<file path="src/rtl/object_sched_if.sv">
// Bundle between object_sched, its lane detectors, object_buffer and the consumer.
interface object_sched_if #(
    parameter int unsigned N_REQ = 2,
    parameter int unsigned SIZE  = 50,
    parameter int unsigned OBJ_W = 32
);
    localparam int unsigned CNT_W = $clog2(SIZE + 1);

    logic                             frame_end;
    logic [N_REQ-1:0]                 req_valid;
    logic [N_REQ-1:0][OBJ_W-1:0]      req_data;
    logic [N_REQ-1:0]                 req_ready;
    logic                             buf_write;
    logic [OBJ_W-1:0]                 buf_data;
    logic                             buf_read_b;
    logic [OBJ_W-1:0]                 buf_data_b;
    logic                             buf_read_end;
    logic                             buf_next_frame;
    logic                             buf_clear;
    logic                             out_valid;
    logic [OBJ_W-1:0]                 out_data;
    logic                             out_ready;
    logic                             frame_done;
    logic [CNT_W-1:0]                 frame_objects;
    logic [15:0]                      drop_count;
    logic                             overrun;

    // Scheduler side
    modport master (
        input  frame_end, req_valid, req_data, buf_data_b, buf_read_end, out_ready,
        output req_ready, buf_write, buf_data, buf_read_b, buf_next_frame, buf_clear,
               out_valid, out_data, frame_done, frame_objects, drop_count, overrun
    );

    // Environment side: lanes, buffer and consumer
    modport slave (
        output frame_end, req_valid, req_data, buf_data_b, buf_read_end, out_ready,
        input  req_ready, buf_write, buf_data, buf_read_b, buf_next_frame, buf_clear,
               out_valid, out_data, frame_done, frame_objects, drop_count, overrun
    );
endinterface

</file>
<file path="src/rtl/object_sched.sv">
// Frame scheduler: round-robin lane writes into object_buffer, drain to consumer, then clear.
module object_sched #(
    parameter int unsigned N_REQ = 2,
    parameter int unsigned SIZE  = 50,
    parameter int unsigned OBJ_W = 32
) (
    input  logic           clock,
    input  logic           reset,
    object_sched_if.master bus
);
    localparam int unsigned CNT_W = $clog2(SIZE + 1);
    localparam int unsigned IDX_W = (N_REQ > 1) ? $clog2(N_REQ) : 1;
    localparam int unsigned POP_W = 17;

    typedef enum logic [1:0] {
        IDLE  = 2'd0,
        DRAIN = 2'd1,
        CLEAR = 2'd2
    } state_t;

    state_t           state;
    logic [IDX_W-1:0] rr_ptr;
    logic [CNT_W-1:0] wr_count;
    logic [CNT_W-1:0] frame_cnt;
    logic [CNT_W-1:0] frame_objects;
    logic [15:0]      drop_count;
    logic             overrun;

    logic             full;
    logic             grant_vld;
    logic [IDX_W-1:0] grant_idx;
    logic [IDX_W-1:0] cand;
    logic [POP_W-1:0] drop_sum;
    logic [15:0]      drop_next;
    logic [N_REQ-1:0] ready;
    logic             write;
    logic [OBJ_W-1:0] wdata;
    logic             in_drain;
    logic             beat;

    assign full = (wr_count == CNT_W'(SIZE));

    // Round-robin pick: first valid lane after the last one granted
    always_comb begin
        grant_vld = 1'b0;
        grant_idx = '0;
        cand      = '0;
        for (int unsigned k = 1; k <= N_REQ; k++) begin
            cand = IDX_W'((32'(rr_ptr) + k) % N_REQ);
            if (!grant_vld && bus.req_valid[cand]) begin
                grant_vld = 1'b1;
                grant_idx = cand;
            end
        end
    end

    // Saturating drop counter update for all lanes presenting while full
    always_comb begin
        drop_sum  = POP_W'(drop_count) + POP_W'($countones(bus.req_valid));
        drop_next = drop_sum[16] ? 16'hFFFF : drop_sum[15:0];
    end

    // Lane handshake and buffer write port, zero-latency from state and requests
    always_comb begin
        ready = '0;
        write = 1'b0;
        wdata = '0;
        if (state == IDLE) begin
            if (full) begin
                ready = bus.req_valid;
            end else if (grant_vld) begin
                ready[grant_idx] = 1'b1;
                write            = 1'b1;
                wdata            = bus.req_data[grant_idx];
            end
        end
    end

    assign in_drain           = (state == DRAIN);
    assign beat               = in_drain && !bus.buf_read_end && bus.out_ready;

    assign bus.req_ready      = ready;
    assign bus.buf_write      = write;
    assign bus.buf_data       = wdata;
    assign bus.out_valid      = in_drain && !bus.buf_read_end;
    assign bus.out_data       = in_drain ? bus.buf_data_b : '0;
    assign bus.buf_read_b     = beat;
    assign bus.buf_clear      = (state == CLEAR);
    assign bus.buf_next_frame = (state == CLEAR);
    assign bus.frame_done     = (state == CLEAR);
    assign bus.frame_objects  = frame_objects;
    assign bus.drop_count     = drop_count;
    assign bus.overrun        = overrun;

    // Frame FSM with write/drain bookkeeping and statistics
    always_ff @(posedge clock) begin
        if (reset) begin
            state         <= IDLE;
            rr_ptr        <= IDX_W'(N_REQ - 1);
            wr_count      <= '0;
            frame_cnt     <= '0;
            frame_objects <= '0;
            drop_count    <= '0;
            overrun       <= 1'b0;
        end else begin
            case (state)
                IDLE: begin
                    if (write) begin
                        rr_ptr   <= grant_idx;
                        wr_count <= wr_count + CNT_W'(1);
                    end
                    if (full && (|bus.req_valid)) begin
                        drop_count <= drop_next;
                    end
                    if (bus.frame_end) begin
                        state <= DRAIN;
                    end
                end
                DRAIN: begin
                    if (bus.frame_end) begin
                        overrun <= 1'b1;
                    end
                    if (beat) begin
                        frame_cnt <= frame_cnt + CNT_W'(1);
                    end
                    // No beat can occur on the read_end cycle, so frame_cnt is final here
                    if (bus.buf_read_end) begin
                        frame_objects <= frame_cnt;
                        state         <= CLEAR;
                    end
                end
                CLEAR: begin
                    if (bus.frame_end) begin
                        overrun <= 1'b1;
                    end
                    wr_count  <= '0;
                    frame_cnt <= '0;
                    state     <= IDLE;
                end
                default: state <= IDLE;
            endcase
        end
    end
endmodule
</file>
<file path="src/flat_wrapper.sv">
// flat-port wrapper written by rule: the top's interface ports become plain ports
module object_sched_flat 
#(
    parameter int unsigned N_REQ = 2,
    parameter int unsigned SIZE  = 50,
    parameter int unsigned OBJ_W = 32
)
  (clock, reset, bus_frame_end, bus_req_valid, bus_req_data, bus_buf_data_b, bus_buf_read_end, bus_out_ready, bus_req_ready, bus_buf_write, bus_buf_data, bus_buf_read_b, bus_buf_next_frame, bus_buf_clear, bus_out_valid, bus_out_data, bus_frame_done, bus_frame_objects, bus_drop_count, bus_overrun);
  object_sched_if #(.N_REQ(N_REQ), .SIZE(SIZE), .OBJ_W(OBJ_W)) bus_i ();
  input  logic clock;
  input  logic reset;
  input wire logic [$bits(bus_i.frame_end)-1:0] bus_frame_end;
  input wire logic [$bits(bus_i.req_valid)-1:0] bus_req_valid;
  input wire logic [$bits(bus_i.req_data)-1:0] bus_req_data;
  input wire logic [$bits(bus_i.buf_data_b)-1:0] bus_buf_data_b;
  input wire logic [$bits(bus_i.buf_read_end)-1:0] bus_buf_read_end;
  input wire logic [$bits(bus_i.out_ready)-1:0] bus_out_ready;
  output wire logic [$bits(bus_i.req_ready)-1:0] bus_req_ready;
  output wire logic [$bits(bus_i.buf_write)-1:0] bus_buf_write;
  output wire logic [$bits(bus_i.buf_data)-1:0] bus_buf_data;
  output wire logic [$bits(bus_i.buf_read_b)-1:0] bus_buf_read_b;
  output wire logic [$bits(bus_i.buf_next_frame)-1:0] bus_buf_next_frame;
  output wire logic [$bits(bus_i.buf_clear)-1:0] bus_buf_clear;
  output wire logic [$bits(bus_i.out_valid)-1:0] bus_out_valid;
  output wire logic [$bits(bus_i.out_data)-1:0] bus_out_data;
  output wire logic [$bits(bus_i.frame_done)-1:0] bus_frame_done;
  output wire logic [$bits(bus_i.frame_objects)-1:0] bus_frame_objects;
  output wire logic [$bits(bus_i.drop_count)-1:0] bus_drop_count;
  output wire logic [$bits(bus_i.overrun)-1:0] bus_overrun;
  assign bus_i.frame_end = bus_frame_end;
  assign bus_i.req_valid = bus_req_valid;
  assign bus_i.req_data = bus_req_data;
  assign bus_i.buf_data_b = bus_buf_data_b;
  assign bus_i.buf_read_end = bus_buf_read_end;
  assign bus_i.out_ready = bus_out_ready;
  assign bus_req_ready = bus_i.req_ready;
  assign bus_buf_write = bus_i.buf_write;
  assign bus_buf_data = bus_i.buf_data;
  assign bus_buf_read_b = bus_i.buf_read_b;
  assign bus_buf_next_frame = bus_i.buf_next_frame;
  assign bus_buf_clear = bus_i.buf_clear;
  assign bus_out_valid = bus_i.out_valid;
  assign bus_out_data = bus_i.out_data;
  assign bus_frame_done = bus_i.frame_done;
  assign bus_frame_objects = bus_i.frame_objects;
  assign bus_drop_count = bus_i.drop_count;
  assign bus_overrun = bus_i.overrun;
  object_sched #(.N_REQ(N_REQ), .SIZE(SIZE), .OBJ_W(OBJ_W)) u_core (.clock(clock), .reset(reset), .bus(bus_i));
endmodule
</file>
<file path="config.mk">
export PLATFORM = sky130hd
export DESIGN_NAME = object_sched_flat
export DESIGN_NICKNAME = d
export VERILOG_FILES = /design/src/rtl/object_sched_if.sv /design/src/rtl/object_sched.sv /design/src/flat_wrapper.sv
export SDC_FILE = /design/constraint.sdc
export NUM_CORES = 1
export LEC_CHECK = 0
export ABC_AREA = 1
export CAP_MARGIN = 15
export CELL_PAD_IN_SITES_DETAIL_PLACEMENT = 2
export CELL_PAD_IN_SITES_GLOBAL_PLACEMENT = 2
export CORE_ASPECT_RATIO = 1.75
export CORE_UTILIZATION = 18
export DETAILED_ROUTE_END_ITERATION = 6
export PLACE_DENSITY = 0.95
export SLEW_MARGIN = 20
export SYNTH_ARGS = -nofsm -noshare
export SYNTH_HDL_FRONTEND = slang
export SYNTH_SLANG_ARGS = --single-unit
</file>
<file path="constraint.sdc">
create_clock -name clock -period 7.6 [get_ports clock]
set_input_delay 0.76 -clock clock [delete_from_list [all_inputs] [get_ports clock]]
set_output_delay 0.76 -clock clock [all_outputs]
set_load 0.005 [all_outputs]
</file>
# == Yosys cells after proc, flatten, opt, wreduce, memory -nomap -nowiden ==
# Cells that the tools add are included.
# word_totals
in_bits,103
regBits,38
# op_classes
order_cmp,4
add_sub_neg,6
reduce_logical,19
eq_ne,7
n_mux,30
# ops
cell,count
$mux W32,6
$pmux W6 S2,2
$add A16 B17 Y17,1
$mux W16,1
$reduce_and A2 Y1,7
$add A6 B1 Y6 const B,2
$mux W1,12
$mux W6,2
$mux W2,5
$ne A2 B2 Y1 const B,4
$eq A6 B6 Y1 const B,1
$lt A1 B2 Y1 const B,3
$logic_and A1 B1 Y1,5
$pmux W2 S2,1
$reduce_bool A2 Y1,2
$reduce_or A2 Y1,2
$add A1 B1 Y1 const B,2
$add A1 B1 Y2,1
$eq A2 B1 Y1 const B,1
$eq A2 B2 Y1 const B,1
$logic_not A1 Y1,2
$logic_not A2 Y1,1
$demux W1 S1,1
$ge A1 B1 Y1 const B,1

# == Depth between registers and ports, before layout ==
# depth
word_depth,14
depth_mapped,15
ltp_nobuf,13

# == Worst setup path before layout ==
# No wires, ideal clock.
# synth_timing
kind,input to register
startpoint,in bus_req_valid[0]
endpoint,"reg u_core.drop_count[14], in the netlist u_core.bus.drop_count[14]"
required_ps,7544
path_buffers,3
path_stages,15
arrival_ps,2945
slack_ps,4599
cell_sequence,clkbuf_1 > clkbuf_1 > inv_1 > ha_1 > ha_1 > inv_1 > fa_1 > inv_1 > nand2_1 > nor2_8 > nand3_4 > buf_6 > nand3_1 > nand2_1 > inv_1
# synth_between
elab_chain_len,3
word_cells_on_any_way,6
# synth_lines
element,line_no,source
from (decl),flat_wrapper.sv:13,input wire logic [$bits(bus_i.req_valid)-1:0] bus_req_valid;
$add A1 B1 Y2 (not written as such) / $reduce_or A2 Y1 (equally long branches),"object_sched.sv:59, object_sched.sv:112",
$add A16 B17 Y17 / $logic_and A1 B1 Y1 (equally long branches),"object_sched.sv:59, object_sched.sv:112",
$mux W16 / $reduce_and A2 Y1 (equally long branches),n/a,
to (signal assigned),object_sched.sv:113,drop_count <= drop_next;
to (decl),object_sched.sv:26,logic [15:0] drop_count;
# Several ways; a longest one is shown, not always the timed one.
# A chain may end at the register's enable or synchronous reset.

# == Worst setup path in the final report ==
# layout_timing
startpoint,in bus_req_valid[0]
endpoint,out bus_buf_data[12]
# layout_between
elab_chain_len,11
word_cells_on_any_way,15
# layout_lines
element,line_no,source
$mux W1 (not written as such) (2 in a row),object_sched.sv:50,if (!grant_vld && bus.req_valid[cand]) begin
$mux W1,object_sched.sv:50,
$logic_not A1 Y1,object_sched.sv:50,
$logic_and A1 B1 Y1,object_sched.sv:50,
$mux W1,object_sched.sv:50,
$mux W32 (not written as such) (2 in a row),object_sched.sv:74,wdata = bus.req_data[grant_idx];
$mux W32 *,object_sched.sv:71,end else if (grant_vld) begin
$mux W32 *,object_sched.sv:69,if (full) begin
$mux W32 *,object_sched.sv:68,if (state == IDLE) begin
to (decl),flat_wrapper.sv:20,output wire logic [$bits(bus_i.buf_data)-1:0] bus_buf_data;
# Mark *: on every way between the ends. The rest lies on a longest branch, timed or not. The select of a mux whose other input is x is not followed.

==> reports/metrics.cfg <==
[power]
ir_worst_vdd_mv = 0.07400
sw_frac_of_total_pct = 38.01
p_switching_mw = 0.4155
powerDensity_nw_per_um2 = 205.0
total_power_mw = 1.093
p_leak_nw = 2.438
seq_power_share_pct = 21.8
clkPwrFrac_pct = 18.9
p_int_mw = 0.6776
comb_power_share_pct = 59.4

[grt]
grt_start_max_net_pins = 37
grt_pass1_vias = 4268
grt_usage_pct = 15.49
antenna_found_initial = 0
grt_pass1_wl_um = 21130
grt-ovfl-total = 0

[synthesis]
ys_seq_area_share_pct = 25.19
synth-seq-cells = 38
synth.avg_cell_area_um2 = 6.292
yosysWarnings = 0
async_flop_share_pct = 0
syn_nets = 595
syn_inst = 480
ys_top_cells_by_area = dfxtp_1, nand2_1, inv_1, a32o_1, a21oi_1
ys.flop_type = dfxtp_1
synth_edf_count = 0
yosysTopAreaCell = dfxtp_1
yosysTopAreaCellShare_pct = 25.19
synth_cell_type_count = 33
syn_area_um2 = 3020

[clocking]
cts.sinks = 38
cts_root_buf = clkbuf_16
htree_levels = 2
cts_made_buffers = 5
clock_latency_ns = 0.28
post_cts_buffers = 0
cts_resized = 0
cts_buffer_depth = 2
postCtsHoldBufs = 0
cts_tree = done
path_clk_slew_ns = 0.06

[critical_path]
critPathMaxStageDelay_ns = 0.52
crit_required_ns = 6.84
critPathKind = in -> out
crit_arrival_ns = 3.13
cp_top_family = buffers and inverters
cp-end-kind = output pin
path_cells = clkdlybuf4s50_1, buf_4, nand2_1, inv_1, nor2_2, buf_4, a32o_1, nand2_1, inv_1, clkdlybuf4s50_1
crit_fanout = 36
crit_buf_inv = 6
critPathLaunchType = primary input
cpMaxStageDelayCell = clkdlybuf4s50_1

[cells_and_area]
insertedDiodeCount = 0
mostFrequentLayoutCells = clkdlybuf4s50_1, nand2_1, inv_1
regArea_um2 = 760.7
final_core_util_pct = 32.42
drive_gt1_share_pct = 3.620
multi_input_area_um2 = 1737
mostFrequentLayoutCell = clkdlybuf4s50_1
finalNetCount = 779
area_growth_pct = 76.51
final_area_um2 = 5331
fillCellCount = 1986

[routing]
ant_nets = 0
dr_total_vias = 3857
viasPerCell = 4.348
drc = 0
wire_per_inst_um = 15.08
drt_iter0_markers = 80
wl_um = 13370
dr.pass1.iters = 6

[timing]
fin_crit_sh_pct = 51.17
fmax_mhz = 257.2
layout_min_cycle_time_ns = 3.889
fin_setup_tns_ns = 0
slew_viol_final = 0
hold_violations = 0
skew_ns = 0.001568
finalSetupViolations = 0
max_slew_margin_pct = 27.20
worst_pin_slew_ns = 1.091
grt_setup_unrepaired = no

[placement]
gp_congestion = 0.7641
placed_cell_area_um2 = 5192
dp_hpwl_um = 11100
io_buffers = 197

[die]
io_pins = 198
dieWidth_um = 99.92
core_area_um2 = 16450
die_h_um = 173.4
die-area_um2 = 17320
fp-row-count = 62
start_util_pct = 18.37

[run_status]
status = complete, no violations

[job]
cap_violations = 0

[worst_hold_path]
hold_path_class = reg -> reg

layout make-up:
type,instances,area share (%)
Tap cell,224,5.257
Clock buffer,6,2.605
Multi-Input combinational cell,308,32.57
Sequential cell,38,14.27
Timing Repair Buffer,201,37.55
Inverter,110,7.745
final timing paths:
path                            start                           to  slack [ns]  cells after the start
setup reg to reg   u_core.wr_count[0]                u_core.rr_ptr        5.46                      9
hold / removal    u_core.frame_cnt[5]  u_core.bus.frame_objects[5]        0.49                      2
hold reg to reg   u_core.frame_cnt[5]  u_core.bus.frame_objects[5]        0.49                      2
setup / recovery     bus_req_valid[0]             bus_buf_data[12]        3.71                     10
power by group through the flow:
stage                     sequential (mW)  clock [mW]  combinational [mW]
after detailed placement            0.243           0               0.662
after floorplan                     0.238           0               0.292
after CTS                           0.238       0.213               0.667
final                               0.238       0.206               0.649
after global routing                0.241       0.220               0.715
after global placement              0.241           0               0.640
state kept, by name, indices dropped and copies added, names as in the netlist:
| register | cells |
|---|---|
| u_core.bus.frame_objects | 6 |
| u_core.bus.overrun | 1 |
| u_core.bus.drop_count | 16 |
| u_core.rr_ptr | 1 |
| u_core.state | 2 |
| u_core.frame_cnt | 6 |
| u_core.wr_count | 6 |
through the flow:
step	worst slack, ns	hold WS, ns	cells
2_1_floorplan	4.599	0.4437	480
3_3_place_gp	3.707	0.4581	881
3_5_place_dp	3.703	0.4746	881
4_1_cts	3.681	0.4994	887
5_1_grt	3.543	0.5158	887
6_report	3.711	0.4872	887
Yosys cell counts (all sizes together), types with 2 or more instances:
cell type  instances
xor2               5
o21ai             15
o22ai              2
nand2            125
nand3             25
nor2              39
dfxtp             38
nor3               9
xnor2              3
a31oi              2
a32o              32
buf               10
clkbuf            14
nand4              5
a211oi             3
inv              110
a21oi             29
ha                11
cells by family (layout without fill, tap and decap cells):
kind of cell | Yosys count | after routing | share of synthesized area [%]
AO/OA/AOI/OAI | 84 | 84 | 19.97
flip-flops | 38 | 38 | 25.19
XOR/XNOR | 8 | 8 | 2.320
buffers and inverters | 134 | 317 | 17.48
AND/OR/NAND/NOR | 204 | 204 | 29.83
adder cells (fa/ha/maj) | 12 | 12 | 5.220
tightest hold or removal path, delay by kind of cell (launching register included):
family,cells,cell delay [ns]
buffers and inverters,1,0.07
AO/OA/AOI/OAI,1,0.06
flip-flops,1,0.31
layer usage:
layer / up-vias / GRT usage, % / wire length, um
li1: 1881 / - / -
met1: 1826 / 14.19 / 4556
met2: 134 / 32.07 / 7755
met3: 16 / 3.024 / 747
met4: 0 / 5.515 / 314
met5: - / 0 / 0
Note: power is estimated with default switching activity, not from simulation.
